### config.mk
export PLATFORM = sky130hd
export DESIGN_NAME = hazard_scoreboard_unit
export DESIGN_NICKNAME = d
export VERILOG_FILES = /design/src/rtl/hazard_scoreboard_unit.sv
export SDC_FILE = /design/constraint.sdc
export NUM_CORES = 1
export LEC_CHECK = 0
export ABC_AREA = 1
export CORE_MARGIN = 2
export CORE_UTILIZATION = 37
export DETAILED_ROUTE_END_ITERATION = 10
export GPL_TIMING_DRIVEN = 0
export PLACE_DENSITY = 0.73
export SLEW_MARGIN = 30
export SYNTH_ARGS = -nofsm -noshare
export SYNTH_HDL_FRONTEND = slang
export SYNTH_SLANG_ARGS = --single-unit
### constraint.sdc
create_clock -name clk -period 2.1 [get_ports clk]
set_input_delay 0.315 -clock clk [delete_from_list [all_inputs] [get_ports clk]]
set_output_delay 0.315 -clock clk [all_outputs]
set_load 0.01 [all_outputs]
### src/rtl/hazard_scoreboard_unit.sv
// Hazard control for the 5-stage MIPS pipeline: E/D forwarding, load-use, branch and
// MDU-busy stalls, taken-branch flush, stall watchdog and saturating stall counter.
module hazard_scoreboard_unit #(
  parameter int RA_W        = 5,
  parameter int MDU_LAT     = 4,
  parameter int STALL_LIMIT = 64,
  parameter int CNT_W       = 16
) (
  input  logic              clk,
  input  logic              rst_n,
  input  logic [RA_W-1:0]   Rs_D,
  input  logic [RA_W-1:0]   Rt_D,
  input  logic [RA_W-1:0]   Rs_E,
  input  logic [RA_W-1:0]   Rt_E,
  input  logic [RA_W-1:0]   Write_Reg_E,
  input  logic [RA_W-1:0]   Write_Reg_M,
  input  logic [RA_W-1:0]   Write_Reg_W,
  input  logic              Reg_Write_E,
  input  logic              Reg_Write_M,
  input  logic              Reg_Write_W,
  input  logic              Mem_To_Reg_E,
  input  logic              Mem_To_Reg_M,
  input  logic              Branch_D,
  input  logic              Pc_Src_D,
  input  logic              Mdu_Start_E,
  input  logic              Mdu_Use_D,
  output logic [1:0]        Forward_AE,
  output logic [1:0]        Forward_BE,
  output logic              Forward_AD,
  output logic              Forward_BD,
  output logic              Stall_F,
  output logic              Stall_D,
  output logic              Flush_E,
  output logic              Flush_D,
  output logic              Mdu_Busy,
  output logic              Stall_Timeout,
  output logic              Mdu_Overlap,
  output logic [CNT_W-1:0]  Stall_Count
);

  localparam int MW = $clog2(MDU_LAT + 1);
  localparam int RW = $clog2(STALL_LIMIT + 1);
  localparam logic [MW-1:0]    MDU_LOAD = MW'(MDU_LAT);
  localparam logic [RW-1:0]    RUN_MAX  = RW'(STALL_LIMIT);
  localparam logic [CNT_W-1:0] CNT_MAX  = {CNT_W{1'b1}};

  logic [MW-1:0]    mdu_cnt_q, mdu_cnt_d;
  logic [RW-1:0]    run_cnt_q, run_cnt_d;
  logic [CNT_W-1:0] stall_cnt_q, stall_cnt_d;
  logic             timeout_q, timeout_d;
  logic             overlap_q, overlap_d;
  logic             lw_stall_s, br_stall_s, mdu_stall_s, stall_s;

  // Register 0 is hardwired zero, so it never creates a dependency.
  function automatic logic hit(input logic [RA_W-1:0] a, input logic [RA_W-1:0] b);
    return (a == b) && (a != {RA_W{1'b0}});
  endfunction

  function automatic logic [1:0] fwd_sel(input logic [RA_W-1:0] src,
                                         input logic [RA_W-1:0] wm, input logic rwm,
                                         input logic [RA_W-1:0] ww, input logic rww);
    if (rwm && hit(src, wm))      return 2'b10;
    else if (rww && hit(src, ww)) return 2'b01;
    else                          return 2'b00;
  endfunction

  assign Mdu_Busy      = (mdu_cnt_q != {MW{1'b0}});
  assign Stall_Timeout = timeout_q;
  assign Mdu_Overlap   = overlap_q;
  assign Stall_Count   = stall_cnt_q;

  always_comb begin
    Forward_AE  = fwd_sel(Rs_E, Write_Reg_M, Reg_Write_M, Write_Reg_W, Reg_Write_W);
    Forward_BE  = fwd_sel(Rt_E, Write_Reg_M, Reg_Write_M, Write_Reg_W, Reg_Write_W);
    Forward_AD  = Reg_Write_M && !Mem_To_Reg_M && hit(Rs_D, Write_Reg_M);
    Forward_BD  = Reg_Write_M && !Mem_To_Reg_M && hit(Rt_D, Write_Reg_M);
    lw_stall_s  = Mem_To_Reg_E && (hit(Rt_E, Rs_D) || hit(Rt_E, Rt_D));
    br_stall_s  = Branch_D &&
                  ((Reg_Write_E && (hit(Write_Reg_E, Rs_D) || hit(Write_Reg_E, Rt_D))) ||
                   (Mem_To_Reg_M && Reg_Write_M &&
                    (hit(Write_Reg_M, Rs_D) || hit(Write_Reg_M, Rt_D))));
    mdu_stall_s = Mdu_Use_D && Mdu_Busy;
    stall_s     = lw_stall_s || br_stall_s || mdu_stall_s;
    Stall_F     = stall_s;
    Stall_D     = stall_s;
    Flush_E     = stall_s;
    Flush_D     = Pc_Src_D && !stall_s;
  end

  // A new MDU issue reloads the countdown even when one is already in flight.
  always_comb begin
    mdu_cnt_d   = mdu_cnt_q;
    overlap_d   = overlap_q;
    run_cnt_d   = {RW{1'b0}};
    stall_cnt_d = stall_cnt_q;
    if (Mdu_Start_E) begin
      mdu_cnt_d = MDU_LOAD;
      overlap_d = overlap_q || Mdu_Busy;
    end else if (Mdu_Busy) begin
      mdu_cnt_d = mdu_cnt_q - {{(MW-1){1'b0}}, 1'b1};
    end else begin
      mdu_cnt_d = mdu_cnt_q;
    end
    if (stall_s) begin
      run_cnt_d   = (run_cnt_q == RUN_MAX) ? run_cnt_q : run_cnt_q + {{(RW-1){1'b0}}, 1'b1};
      stall_cnt_d = (stall_cnt_q == CNT_MAX) ? stall_cnt_q
                                             : stall_cnt_q + {{(CNT_W-1){1'b0}}, 1'b1};
    end else begin
      run_cnt_d   = {RW{1'b0}};
      stall_cnt_d = stall_cnt_q;
    end
    timeout_d = timeout_q || (run_cnt_d == RUN_MAX);
  end

  always_ff @(posedge clk or negedge rst_n) begin
    if (!rst_n) begin
      mdu_cnt_q   <= {MW{1'b0}};
      run_cnt_q   <= {RW{1'b0}};
      stall_cnt_q <= {CNT_W{1'b0}};
      timeout_q   <= 1'b0;
      overlap_q   <= 1'b0;
    end else begin
      mdu_cnt_q   <= mdu_cnt_d;
      run_cnt_q   <= run_cnt_d;
      stall_cnt_q <= stall_cnt_d;
      timeout_q   <= timeout_d;
      overlap_q   <= overlap_d;
    end
  end

endmodule

# Yosys cells after proc, flatten, opt, wreduce, memory -nomap -nowiden
# Index checks and enable logic that the tools add are counted.
# totals
ff_bits	28
inputBits	46
out_inout_bits	29
# classes
add_sub_neg	3
n_eq_ne	15
muxes	8
n_bitwise	1
n_reduce_logical	45
# ops
op	n
equality test 5 bit	12
nonzero test 5 bit	6
logical AND 1 bit	26
adder 16 x 1 -> 16 bit, second input constant	1
equality test 16 bit, second input constant	1
equality test 7 bit, second input constant	2
2-to-1 mux 7 bit	2
logical OR 1 bit	8
adder 7 x 1 -> 7 bit, second input constant	1
2-to-1 mux 3 bit	2
2-to-1 mux 2 bit	2
nonzero test 3 bit	1
subtractor 3 x 1 -> 3 bit, second input constant	1
zero test 1 bit	2
2-to-1 mux 1 bit	2
AND reduction 2 bit	1
nonzero test 2 bit	1
inverter 1 bit	1

# Depth between registers and ports, before layout
# Gate-level depths: netlist of the first run.
# logic_depth
depth_word	11
depth_mapped	15

# Worst setup path before layout of the first run
# No wires, ideal clock.
# synth_path
path_type	input to output
start	input port Write_Reg_M[4]
end	output port Forward_BE[0]
t_arrival_ns	1.667
required_time_ns	1.785
path_slack_ns	0.118
stages	7
cell_sequence	buf_2 > inv_1 > nand2_1 > a21oi_1 > o2111ai_1 > a2111oi_0 > nor2_1
# synth_via
elab_chain_cells	4
# synth_lines
element	line_no	source
start, declared	16	input logic [RA_W-1:0] Write_Reg_M,
equality test 5 bit	56	return (a == b) && (a != {RA_W{1'b0}});
logical AND 1 bit	56	
logical AND 1 bit	62	if (rwm && hit(src, wm)) return 2'b10;
2-to-1 mux 2 bit	62	
end, declared	28	output logic [1:0] Forward_BE,
# No other way between the ends.

# Worst setup path after layout of the first run
# layout_path
start	input port Write_Reg_W[2]
end	output port Forward_AE[0]
# layout_via
elab_chain_cells	5
# layout_lines
element	line_no	source
start, declared	17	input logic [RA_W-1:0] Write_Reg_W,
equality test 5 bit	56	
logical AND 1 bit	56	
logical AND 1 bit	63	else if (rww && hit(src, ww)) return 2'b01;
2-to-1 mux 1 bit	63	
2-to-1 mux 2 bit	62	
end, declared	27	output logic [1:0] Forward_AE,
# No other way between the ends.

==> key figures, run 1 <==
Global routing
  • GRT overflow: 0
  • Vias in the first global route: about 2500
  • Pin count of the biggest net entering global routing: 29
  • Initial antenna violation count: 0
  • First-pass GRT wire length: 10700 µm
  • GRT busiest layer: met2
  • Met3 Use GR: 2.04%
  • M1 GR Usage: 22.5%
  • Met2 GRT Util: 31.3%
  • Total track usage: 17.6%

Synthesis
  • Synth warn: 0
  • Main synth FF type: dfrtp_1
  • Top-count cell post-synth: nand2_1
  • #FFs+latches synth: 28
  • Asr flop ratio synth: 100%
  • Post-synthesis cell count: 368
  • Ranking of synthesized cells by area: dfrtp_1 29%, nand2_1 16%, inv_1 9.4%, xor2_1 6.1%, nor2_1 5.8%
  • Largest area contributor in the netlist: dfrtp_1
  • Synth top area share: 28.6%
  • Post-Syn Area: 2450 µm²
  • Syn_nets: 419
  • Synth unique cells: 36
  • Post-synth EDFFs: 0
  • Seq/Total Area, Yosys: 28.6%
  • Synth top cells by count: 105 x nand2_1, 61 x inv_1, 38 x nor2_1, 28 x dfrtp_1, 21 x nand3_1
  • Synth Area per Inst: between 6 and 7 µm²

Run status
  • Run status: finished, final reports clean

Timing
  • Relative slew slack: 56.9%
  • Tcrit/Tclk final: 98.0%
  • Slew Limit Fails: 0
  • Measured slew at the worst slew-check pin: 0.647 ns
  • RSZ-0062 raised after global routing: yes
  • Count of final setup violators: 0
  • Worst setup margin: roughly 0.043 ns
  • Fin crit period: 2.06 ns
  • Skew final: 0.00559 ns
  • Endpoints failing hold: 0
  • Highest Clock Rate: 486 MHz

Job
  • Max Cap Viol: 0

Drt
  • WL final: about 6600 µm
  • Average wire per standard cell: 12.5 µm
  • First-pass DRT Iterations: 4
  • Number of vias per cell: a little under 5
  • Total number of vias: 2604
  • DR iter-0 viols: 36
  • ANT nets after route: 0
  • DRC Markers: 0

Placement
  • IO buf count: 72
  • Routability Congestion: 0.906
  • Pre-CTS setup slack: -0.660 ns
  • Hpwl dp: 4940 µm

Clock network
  • H-tree level count: 1
  • CTS tree: done
  • Clock root cell: clkbuf_8
  • Hold_buf cts: 0
  • Worst-Skew Late Latency: between 0.2 and 0.3 ns
  • Clk buf depth: 2
  • CTS sink count: 28
  • Worst-path clk slew: ~0.09 ns
  • Cts bufs inserted: 3

Finish
  • Layout area overhead: 39.3%
  • Final #Nets: between 500 and 600
  • Share of cells above drive strength 1: between 10% and 20%
  • Antenna cells: 0
  • Final Util: 53.4%

Setup path
  • Critical path endpoint category: output port
  • Critical path class: in -> out
  • Startpoint types: input pin
  • Crit path required time: 1.78 ns
  • CP max FO: 3
  • Critical Path AT: 1.74 ns

Die
  • Die area: 7280 µm²
  • Die Y: 85.4 µm
  • Num ports: 75
  • Starting density of the core: a little under two fifths
  • # rows: 29
  • Core area: between 6000 and 7000 µm²
  • DIE WIDTH: 85.4 µm

Power and ir drop
  • Internal Power: 1.31 mW
  • P_leak: 1.74 nW
  • Peak supply drop: 0.000429 V
  • Power Total: 2.12 mW
  • Total power divided by cell area: 620 nW/µm²
  • Share of total power in the clock network: between 10% and 20%
  • Sw Ratio: 37.9%
  • Comb pwr share: a little under 50%
  • Power share of the sequential group: 35.4%
  • Sw Pwr: 801 µW

Min path
  • Hold Path Class: in -> async
power by group through the flow:
stage | logic, mW | clock network, mW | registers, mW
floorplan | 0.510 | 0 | 0.771
global placement | 0.911 | 0 | 0.761
detailed placement | 0.934 | 0 | 0.763
CTS | 0.988 | 0.344 | 0.756
global route | 1.14 | 0.361 | 0.766
finish | 1.04 | 0.327 | 0.750
state kept, by name, summed over array words and instances, names as in the netlist:
signal	flops
mdu_cnt_q	3
Stall_Timeout	1
Stall_Count	16
Mdu_Overlap	1
run_cnt_q	7
final timing paths:
check / from / end / slack (ns) / depth (start not counted)
max: Write_Reg_W[2] / Forward_AE[0] / 0.04 / 6
min: rst_n / Stall_Count[13] / 0.06 / 1
max reg2reg: Stall_Count[0] / Stall_Count[11] / 0.15 / 10
min reg2reg: Mdu_Overlap / Mdu_Overlap / 0.46 / 1
max in group asynchronous: rst_n / Stall_Count[0] / 1.58 / 1
min in group clk: Mdu_Overlap / Mdu_Overlap / 0.46 / 1
final cells by class:
cell class	count	area, µm²
buffer	6	47.5
clock buffer	4	55.1
fill	629	2970
inverter	65	244
multi-input combinational	269	1550
sequential	28	702
tap	77	96.3
timing repair buffer	81	717
routing by layer:
layer / vias up / wire length (µm)
met4: 0 / 75
li1: 1337 / -
met5: - / 0
met3: 9 / 426
met1: 1190 / 2920
met2: 68 / 3220
critical path, stage by stage:
cell and delay (ns):
clkdlybuf4s50_1 0.46, xor2_1 0.18, a211oi_2 0.17, o2111ai_2 0.17, nor3_2 0.21, clkdlybuf4s15_2 0.24
cell usage in the layout, fill, tap and decap left out, drive strengths merged, types with 3 or more instances in the layout:
cell	count
a21oi	5
dlygate4sd2	11
xor2	17
nand2	108
clkdlybuf4s50	32
clkbuf	14
dfrtp	28
buf	21
a211oi	3
nor3	8
nor2	40
dlymetal6s2s	5
ha	5
a2111oi	4
o21ai	18
nand3	22
clkdlybuf4s15	8
nand4	8
inv	65
xnor2	13
nor4	4
stage by stage:
stage | cell area (µm²) | hold WS (ns) | setup TNS, ns | cells
after floorplan | 2450 | 0.0194 | 0 | 368
after global placement | 3270 | 0.443 | -9.23 | 517
after detailed placement | 3260 | 0.376 | -8.94 | 517
after CTS | 3380 | 0.0726 | 0 | 527
after global routing | 3410 | 0.0942 | -0.100 | 530
final | 3410 | 0.0640 | 0 | 530
cells by family after synthesis:
| family | count (synthesis) | synth area share, % |
|---|---|---|
| buffers and inverters | 71 | 11.9 |
| adders and majority gates | 5 | 2.55 |
| xor gates and xnor gates | 30 | 11.0 |
| AOI/OAI and AO/OA | 40 | 11.8 |
| and+or+nand+nor | 194 | 34.1 |
| DFF | 28 | 28.6 |
repair_timing:
action,in CTS,in global routing
setup buffers,6,3
setup endpoints to repair,10,24
resized for setup,74,43
pin swaps,5,6
(Power assumes the default switching activity.)
==> inputs of run 2 (changes only) <==
- CORE_ASPECT_RATIO: unset -> 0.75
- SKIP_CTS_REPAIR_TIMING: unset -> 1
==> run 2 against run 1 <==
Effect of this change:
- highest routed layer unchanged
- routed wire length increased by 4.7%
- via count increased by 1.0%
- sequential power about the same
- count of clock-buffer cells in the layout unchanged
- die area about the same
- global-route usage increased by 1.3 points
- the flow now finishes with violations (setup timing)
- critical path type unchanged
- total power increased by 3.9%
- clock power increased by 3%
- maximum frequency decreased by 5.1%
- critical path depth increased by 1
- cell count increased by 0.57%
- sequential share of layout area decreased by 0.41 points
==> key figures, run 2 (synthesis results as in run 1) <==
Finish
  • Commonest non-fill, non-tap cell in the layout: nand2_1 (unchanged)
  • Max reg flops: 16 (unchanged)
  • Multi-input logic area: 1540 µm² (was 1550 µm²)
  • Filler cells: 589 (was 629)
  • Post-route cell area: 3480 µm² (was 3410 µm²)
  • Share of cells above drive strength 1: 14.6% (was 18.1%)
  • Layout area overhead: 42.2% (was 39.3%)
  • Final #Nets: 504 (was 505)
  • Antenna cells: 0 (unchanged)
  • FF/Latch Area: 702 µm² (unchanged)
  • Most frequent cells in the layout: 102 x nand2_1, 57 x inv_1, 36 x clkdlybuf4s50_1 (was 103 x nand2_1, 55 x inv_1, 36 x nor2_1)
  • Layout Cells excl Fill: 533 (was 530)

Placement
  • Placed insts: 521 (was 517)
  • Area post-placement: 3270 µm² (was 3260 µm²)
  • IO buf count: 72 (unchanged)
  • Hpwl dp: 5410 µm (was 4940 µm)
  • Pre-CTS setup slack: -0.706 ns (was -0.660 ns)
  • Routability Congestion: 0.897 (was 0.906)

Power and ir drop
  • Power Total: 2.20 mW (was 2.12 mW)
  • Peak supply drop: 0.000486 V (was 0.000429 V)
  • Sw Ratio: 38.2% (was 37.9%)
  • Internal Power: 1.36 mW (was 1.31 mW)
  • Total power divided by cell area: 632 nW/µm² (was 620 nW/µm²)
  • Share of total power in the clock network: 15.3% (was 15.5%)
  • P_leak: 1.93 nW (was 1.74 nW)
  • Power share of the sequential group: 34.1% (was 35.4%)
  • Sw Pwr: 841 µW (was 801 µW)
  • Comb pwr share: 50.6% (was 49.1%)

Drt
  • First-pass DRT Iterations: 4 (unchanged)
  • Metal-1 WL: 3430 µm (was 2920 µm)
  • Met2 Routed Length: 3030 µm (was 3220 µm)
  • DR iter-0 viols: 140 (was 36)
  • DRC Markers: 0 (unchanged)
  • Average wire per standard cell: 13.1 µm (was 12.5 µm)
  • Top routing layer used: met4 (unchanged)
  • Number of vias per cell: 4.93 (was 4.91)
  • Total number of vias: 2630 (was 2604)
  • ANT nets after route: 0 (unchanged)
  • WL final: 6960 µm (was 6640 µm)
  • WL met3: 445 µm (was 426 µm)

Job
  • Max Cap Viol: 0 (unchanged)

Min path
  • Hold Path Class: in -> async (unchanged)

Die
  • # rows: 25 (was 29)
  • Die Y: 74.5 µm (was 85.4 µm)
  • DIE WIDTH: 97.9 µm (was 85.4 µm)
  • Core area: 6350 µm² (was 6390 µm²)
  • Die area: 7290 µm² (was 7280 µm²)
  • Starting density of the core: 38.6% (was 38.3%)
  • Num ports: 75 (unchanged)

Clock network
  • Cts bufs inserted: 3 (unchanged)
  • H-tree level count: 1 (unchanged)
  • CTS sink count: 28 (unchanged)
  • Worst-path clk slew: 0.09 ns (about the same)
  • Worst-Skew Late Latency: 0.28 ns (was 0.27 ns)
  • Clock root cell: clkbuf_8 (unchanged)
  • CTS tree: done (unchanged)
  • Clk buf depth: 2 (unchanged)

Setup path
  • Critical path class: in -> out (unchanged)
  • Crit path required time: 1.78 ns (about the same)
  • Critical Path AT: 1.85 ns (was 1.74 ns)
  • Startpoint types: input pin (unchanged)
  • Critical path endpoint category: output port (unchanged)
  • CP max FO: 3 (unchanged)

Timing
  • Slew Limit Fails: 0 (unchanged)
  • Relative slew slack: 56.7% (was 56.9%)
  • Hold Slack: 0.0551 ns (was 0.0640 ns)
  • Endpoints failing hold: 0 (unchanged)
  • Tcrit/Tclk final: 103% (was 98.0%)
  • RSZ-0062 raised after global routing: yes (unchanged)
  • Measured slew at the worst slew-check pin: 0.650 ns (was 0.647 ns)
  • Highest Clock Rate: 461 MHz (was 486 MHz)
  • Count of final setup violators: 2 (was 0)
  • Worst setup margin: -0.0687 ns (was 0.0426 ns)
  • Fin crit period: 2.17 ns (was 2.06 ns)
  • Skew final: 0.00533 ns (was 0.00559 ns)

Global routing
  • First-pass GRT wire length: 11100 µm (was 10700 µm)
  • Total track usage: 18.8% (was 17.6%)
  • GRT overflow: 0 (unchanged)
  • Vias in the first global route: 2316 (was 2470)
  • Pin count of the biggest net entering global routing: 29 (unchanged)
  • Initial antenna violation count: 0 (unchanged)

Run status
  • Failing checks: setup timing
  • Run status: finished with violations (was finished, final reports clean)
==> run 2: cell types whose count changed in the layout (fill, tap and decap cells not counted), sizes merged <==
cell	delta
clkbuf	-2
clkdlybuf4s15	-8
clkdlybuf4s50	+4
buf	-5
dlymetal6s2s	+21
dlygate4sd2	-11
==> run 2: through the flow <==
stage / utilization [%] / setup TNS (ns)
after floorplan: - / 0
after global placement: 51.5 / -9.78
after detailed placement: 51.4 / -10.04
after CTS: 52.3 / -5.77
after global routing: 54.8 / -0.381
final: 54.8 / -0.103
==> run 2: per-layer routing <==
layer | global-route usage [%] | vias to the layer above
met5 | 0 | -
met1 | 28.5 | 1209
li1 | - | 1328
met4 | 2.78 | 0
met3 | 3.57 | 6
met2 | 28.5 | 87
==> run 2: layout make-up <==
| class | instances | area share, % |
|---|---|---|
| Multi-Input combinational cell | 269 | 44.1 |
| Timing Repair Buffer | 80 | 22.9 |
| Buffer | 6 | 1.37 |
| Clock buffer | 4 | 1.58 |
| Inverter | 65 | 7.01 |
| Tap cell | 81 | 2.91 |
| Sequential cell | 28 | 20.2 |
==> run 2: critical path, cell delays in order <==
cell and delay [ns]:
clkdlybuf4s50_1 0.50, o21ai_1 0.11, a21oi_1 0.13, o2111ai_1 0.15, a2111oi_2 0.41, nor2_1 0.06
dlymetal6s2s_1 0.17
==> run 2: final timing paths <==
path / startpoint / to / slack (ns) / depth (start not counted)
worst min-delay path: rst_n / mdu_cnt_q[1] / 0.06 / 1
worst max-delay path: Reg_Write_M / Forward_BE[0] / -0.07 / 7
worst max register to register: Stall_Count[0] / Stall_Count[6] / 0.14 / 10
min in group clk: Mdu_Overlap / Mdu_Overlap / 0.47 / 1
worst min register to register: Mdu_Overlap / Mdu_Overlap / 0.47 / 1
max in group asynchronous: rst_n / Stall_Count[0] / 1.59 / 1
==> run 2: power groups by stage <==
stage	combinational [mW]	clock, mW	sequential [mW]
floorplan	0.510	0	0.771
global placement	0.920	0	0.763
detailed placement	0.944	0	0.765
CTS	0.947	0.354	0.758
global route	1.23	0.372	0.772
finish	1.11	0.337	0.750
